`config.mk`:
```
export PLATFORM = sky130hd
export DESIGN_NAME = instr_fetch
export DESIGN_NICKNAME = d
export VERILOG_FILES = /design/src/rtl/instr_fetch.sv
export SDC_FILE = /design/constraint.sdc
export NUM_CORES = 1
export LEC_CHECK = 0
export ABC_CLOCK_PERIOD_IN_PS = 7560
export BUFFER_PORTS_ARGS = -buffer_cell sky130_fd_sc_hd__buf_2
export CAP_MARGIN = 10
export CORE_MARGIN = 3
export CORE_UTILIZATION = 34
export DETAILED_ROUTE_END_ITERATION = 12
export GPL_ROUTABILITY_DRIVEN = 0
export HOLD_SLACK_MARGIN = 0.05
export PLACE_DENSITY_LB_ADDON = 0.3
export SYNTH_ARGS = -nofsm -noshare
export SYNTH_HDL_FRONTEND = slang
export SYNTH_SLANG_ARGS = --single-unit
```
`constraint.sdc`:
```
create_clock -name clk -period 7.56 [get_ports clk]
set_input_delay 0.378 -clock clk [delete_from_list [all_inputs] [get_ports clk]]
set_output_delay 0.378 -clock clk [all_outputs]
set_load 0.01 [all_outputs]
```
`src/rtl/instr_fetch.sv`:
```
// LEGv8 fetch front end: PC register, instruction-memory address and IF/ID register.
// Taken branches redirect the PC from the ID-stage instruction and flush the wrong-path fetch.
module instr_fetch #(
  parameter int              PC_W     = 64,
  parameter logic [PC_W-1:0] RESET_PC = '0
) (
  input  logic            clk,
  input  logic            reset,
  input  logic            stall,
  input  logic            BrTaken,
  input  logic            UncondBr,
  output logic [PC_W-1:0] imem_addr,
  input  logic [31:0]     imem_rdata,
  output logic [31:0]     id_instr,
  output logic [PC_W-1:0] id_pc,
  output logic            id_valid,
  output logic [10:0]     id_opcode,
  output logic [PC_W-1:0] br_target
);

  logic [PC_W-1:0] pc_q, pc_d;
  logic [PC_W-1:0] id_pc_q, id_pc_d;
  logic [31:0]     id_instr_q, id_instr_d;
  logic            id_valid_q, id_valid_d;
  logic [PC_W-1:0] imm_s;
  logic            taken;

  always_comb begin
    if (UncondBr) begin
      imm_s = {{(PC_W-26){id_instr_q[25]}}, id_instr_q[25:0]};
    end else begin
      imm_s = {{(PC_W-19){id_instr_q[23]}}, id_instr_q[23:5]};
    end
  end

  assign br_target = id_pc_q + (imm_s << 2);

  // A bubble in ID can never redirect the PC.
  assign taken = BrTaken & id_valid_q;

  always_comb begin
    pc_d       = pc_q;
    id_pc_d    = id_pc_q;
    id_instr_d = id_instr_q;
    id_valid_d = id_valid_q;
    if (stall) begin
      pc_d = pc_q;
    end else if (taken) begin
      pc_d       = br_target;
      id_instr_d = '0;
      id_valid_d = 1'b0;
    end else begin
      pc_d       = pc_q + PC_W'(4);
      id_instr_d = imem_rdata;
      id_pc_d    = pc_q;
      id_valid_d = 1'b1;
    end
  end

  always_ff @(posedge clk) begin
    if (reset) begin
      pc_q       <= RESET_PC;
      id_pc_q    <= '0;
      id_instr_q <= '0;
      id_valid_q <= 1'b0;
    end else begin
      pc_q       <= pc_d;
      id_pc_q    <= id_pc_d;
      id_instr_q <= id_instr_d;
      id_valid_q <= id_valid_d;
    end
  end

  assign imem_addr = pc_q;
  assign id_instr  = id_instr_q;
  assign id_pc     = id_pc_q;
  assign id_valid  = id_valid_q;
  assign id_opcode = id_instr_q[31:21];

endmodule

```
======== After elaboration in Yosys (flattened, before gate mapping) ========
Index checks and enable logic that the tools add are counted.
storage, ports and cells
  word-level logic and storage cells ...... 14
  bits in registers ....................... 161
cells by class
  add/subtract/negate cells ............... 2
  bitwise operators ....................... 3
  muxes and demuxes ....................... 4
  reduce and logical (&&, ||, !) cells .... 1
operator list
  cell                                            count
  adder 64 x 3 -> 64 bit (second input constant)  1
  adder 64 bit                                    1
  two-way mux 64 bit                              1
  two-way mux 62 bit                              1
  two-way mux 32 bit                              1
  NOT 1 bit                                       2
  AND reduction 2 bit                             1
  AND 1 bit                                       1
  two-way mux 1 bit                               1

======== Longest topological paths before layout ========
  depth after elaboration ................. 3
  mapped depth ............................ 15
  gate-level depth less buffers ........... 14

======== Worst setup path after synthesis ========
Ideal clock, no wire load.
  kind .................................... input -> output
  start ................................... in UncondBr
  end ..................................... out br_target[63]
  stages on the path ...................... 14
  setup slack ............................. 3,015 ps
  arrival ................................. 4,167 ps
  cells stage by stage .................... clkbuf_1 -> nand2b_1 -> nand2_1 -> ha_1 -> clkbuf_1 -> nand4_1 -> nor4_1 -> and3_1 -> a21bo_1 -> a211o_1 -> a2111oi_4 -> nor3_1 -> nor3_1 -> inv_1
on the way
  cells in the longest elaborated chain, start to end .. 2
RTL lines
  item                line  RTL
  start, declared     11    input logic UncondBr,
  two-way mux 62 bit  29    if (UncondBr) begin
  adder 64 bit        36    assign br_target = id_pc_q + (imm_s << 2);
  end, declared       18    output logic [PC_W-1:0] br_target
No other way between the ends.

======== Worst setup path after layout ========
  start ................................... in UncondBr
  end ..................................... out br_target[56]
Same word-level chain as after synthesis.

==> summary.txt <==
Outcome
  • Status: completed

Clocking
  • Root Driver: clkbuf_16
  • CTS clk-pin slew, worst paths: 70 ps
  • Clock latency on the worst-skew pair: 460 ps
  • CTS max path bufs: 2
  • H-tree Lvls: 4
  • CTS Buf Count: 17
  • CTS tree: yes
  • Hold-fix buffers, CTS: 0
  • CTS resizes: 0
  • Sink Count: 161
  • Postcts setup bufs: 0

Worst setup path
  • Largest delay contributor family on the critical path: compound AO/OA/AOI/OAI gates
  • Crit-path max FO: 37
  • Worst EP arrival: 4540 ps
  • Startpoint Class: primary input
  • WP buf/inv: 3
  • Critical path type: in2out
  • Crit path largest cell delay: 470 ps
  • CP dominant cell by count: buf_2
  • Crit path capture type: primary output
  • Cells along the critical path: buf_2, nand2b_1, nand2_1, buf_4, ha_1, and2_1, and3_1, nand3_1, a211oi_1, o21ai_1, o311ai_1, a31oi_1, o31ai_1, xnor2_1, buf_2
  • Crit path required time: 7180 ps
  • Critical-path top delay cell: a211oi_1

Final layout
  • Area Growth Syn to Fin: 17.11%
  • Filler cell count: 3585
  • Final Instance Area: 13790 µm²
  • Most common cell after layout, fill and taps aside: buf_2
  • Nets: 1923
  • # diodes: 0
  • Fraction of layout cells with a size suffix above 1: 0.2048
  • Most frequent cells in the layout: buf_2, nand2_1, a21oi_1

Power and ir drop
  • Leakage Power: 6.160 nW
  • Maximum vdd drop: 0.0001657 V
  • Power density cells: 150.9 nW/µm²
  • Total Power: 2.080 mW

GRT
  • Largest net degree at the start of global routing: 87
  • First-pass GRT wire length: 67950 µm
  • Tot GR Track Use: 0.2332
  • M2 GR Usage: 0.3769
  • Vias in the first global route: 11731
  • Layer carrying the most global-route usage: met2
  • Initial antenna violation count: 0
  • GR Overflow Total: 0
  • Met3 Use GR: 0.04691
  • GR Util met1: 0.3208

Logic synthesis
  • Synth unique cells: 91
  • Mapped Area: 11770 µm²
  • EDFF count, synth: 0
  • Main flop type after synthesis: dfxtp_1
  • Synthesized instance count: 1636
  • #FFs+latches synth: 161
  • Syn Nets: 1736
  • YS warnings: 0
  • Sequential area share after synthesis: 0.2738
  • Share of async-settable or async-resettable flops after synthesis: 0
  • Avg Inst Size Synth: 7.196 µm²

Timing
  • Max frequency: 203.5 MHz
  • Hold slack: 266.6 ps
  • Sum Neg Setup Slack: 0 ps
  • Final Cycle Share: 0.6502
  • Clock skew: 11.75 ps
  • RSZ-0062 raised after global routing: no
  • Final hold viol count: 0
  • Max-slew violation count: 0
  • Tmin final: 4915 ps
  • Slew @ Worst Pin: 1165 ps
  • Setup violations, final: 0
  • Final worst slack: 2645 ps
  • Relative slew slack: 0.2161

Run
  • Max cap viols: 0

Floorplanning
  • Die ar.: 36890 µm²
  • Io pins: 273
  • Starting density of the core: 0.3476
  • Die Ht: 192.1 µm
  • CORE AREA: 33870 µm²
  • Die Wd: 192.1 µm
  • Row count: 67

Drt
  • Via density: 5.661
  • Routed Antenna Nets: 0
  • DRT Pass-1 Iters: 5
  • Via count: 12930
  • DRC viols: 0
  • Initial DRC count: 899
  • Drt total wl: 44230 µm
  • Avg WL per Cell: 19.37 µm

Place
  • Port bufs: 272
  • Post-DP HPWL: 32600 µm
  • Area after DPL: 13240 µm²
  • Setup WS pre-CTS: 2758 ps

Min path
  • Hold crit path type: in2reg
## tightest hold or removal path, delay by kind of cell
| kind | cells | cell delay [ps] |
|---|---|---|
| simple gates | 2 | 210 |
| buf+inv | 1 | 70 |
| compound gates | 1 | 40 |
## per-layer routing
metal | routed length, µm | vias to the layer above
li1 | - | 6223
met1 | 19590 | 6121
met2 | 20540 | 541
met3 | 3509 | 45
met4 | 597 | 0
met5 | 0 | -
## power breakdown
group	internal [mW]	switching, mW	total (mW)	leakage, nW
clock network	0.432	0.402	0.834	0.259
registers	0.869	0.0292	0.898	1.30
logic	0.117	0.231	0.348	4.60
## flip-flops by register name, summed over array words and instances, names as in the netlist
register,cells
id_pc,64
id_valid,1
id_instr,32
imem_addr,64
## through the flow
stage            util  std cells
2_1_floorplan       -       1636
3_3_place_gp   0.3910       2252
3_5_place_dp   0.3910       2252
5_1_grt        0.4071       2284
4_1_cts        0.4071       2284
6_report       0.4071       2284
## layout make-up
type / instances / area, µm² / area share
multi-input cells: 1324 / 7870 / 0.5708
clock buffers: 18 / 439.2 / 0.03185
inverters: 35 / 131.4 / 0.009529
clock inverters: 14 / 106.4 / 0.007714
repair buffers: 284 / 1456 / 0.1056
well taps: 448 / 560.5 / 0.04066
flip-flops and latches: 161 / 3223 / 0.2338
## final timing paths
path                             startpoint  cells after the start                    endpoint  slack (ps)
setup / recovery                   UncondBr                     15               br_target[56]        2640
hold / removal                imem_rdata[2]                      4    id_instr[2]$_SDFFE_PP0N_         270
setup reg to reg  id_instr[23]$_SDFFE_PP0N_                     14  imem_addr[62]$_SDFFE_PP0N_        3450
hold reg to reg      id_pc[17]$_SDFFE_PP0P_                      2      id_pc[17]$_SDFFE_PP0P_         480
## synth_stat cells, types with 4 or more instances
cell type	instances	area, µm²
nor2b_1	7	43.79
buf_1	10	37.54
a211oi_1	13	97.59
dfxtp_1	161	3223
nand2_1	267	1002
or2_2	5	31.28
clkbuf_1	80	300.3
a21o_1	33	247.7
nor3_1	40	200.2
nor2_1	149	559.3
xor2_1	18	157.7
buf_2	5	25.02
o21ai_1	6	30.03
mux2_2	17	191.4
o22ai_1	5	31.28
nand2b_1	10	62.56
or4_1	7	52.55
nand3_1	46	230.2
or3_1	7	43.79
a21oi_1	238	1191
xnor2_1	36	315.3
a31oi_1	29	181.4
a41oi_1	7	61.31
clkbuf_8	4	55.05
and2_1	19	118.9
mux2i_1	6	60.06
nor4_1	9	56.30
o221ai_1	5	43.79
o31ai_1	7	52.55
and3_1	52	325.3
o21a_1	15	112.6
o21ai_0	92	460.4
buf_4	14	105.1
inv_1	34	127.6
ha_1	62	775.7
nand4_1	22	137.6
a211o_1	4	35.03
nor3b_1	6	45.04
o21bai_1	13	97.59
a22oi_1	6	45.04
## cells by family (layout without fill, tap and decap cells)
family                     count (synthesis)  count (layout)  share of synthesized area
xor gates and xnor gates                  54              54                    0.04017
muxes                                     24              24                    0.02264
AOI/OAI and AO/OA                        518             518                     0.2757
adders and majority gates                 63              63                    0.06759
and+or+nand+nor                          665             665                     0.2611
buffers and inverters                    151             351                    0.05899
DFF                                      161             161                     0.2738
No activity file was read; power rests on OpenSTA's default activity.
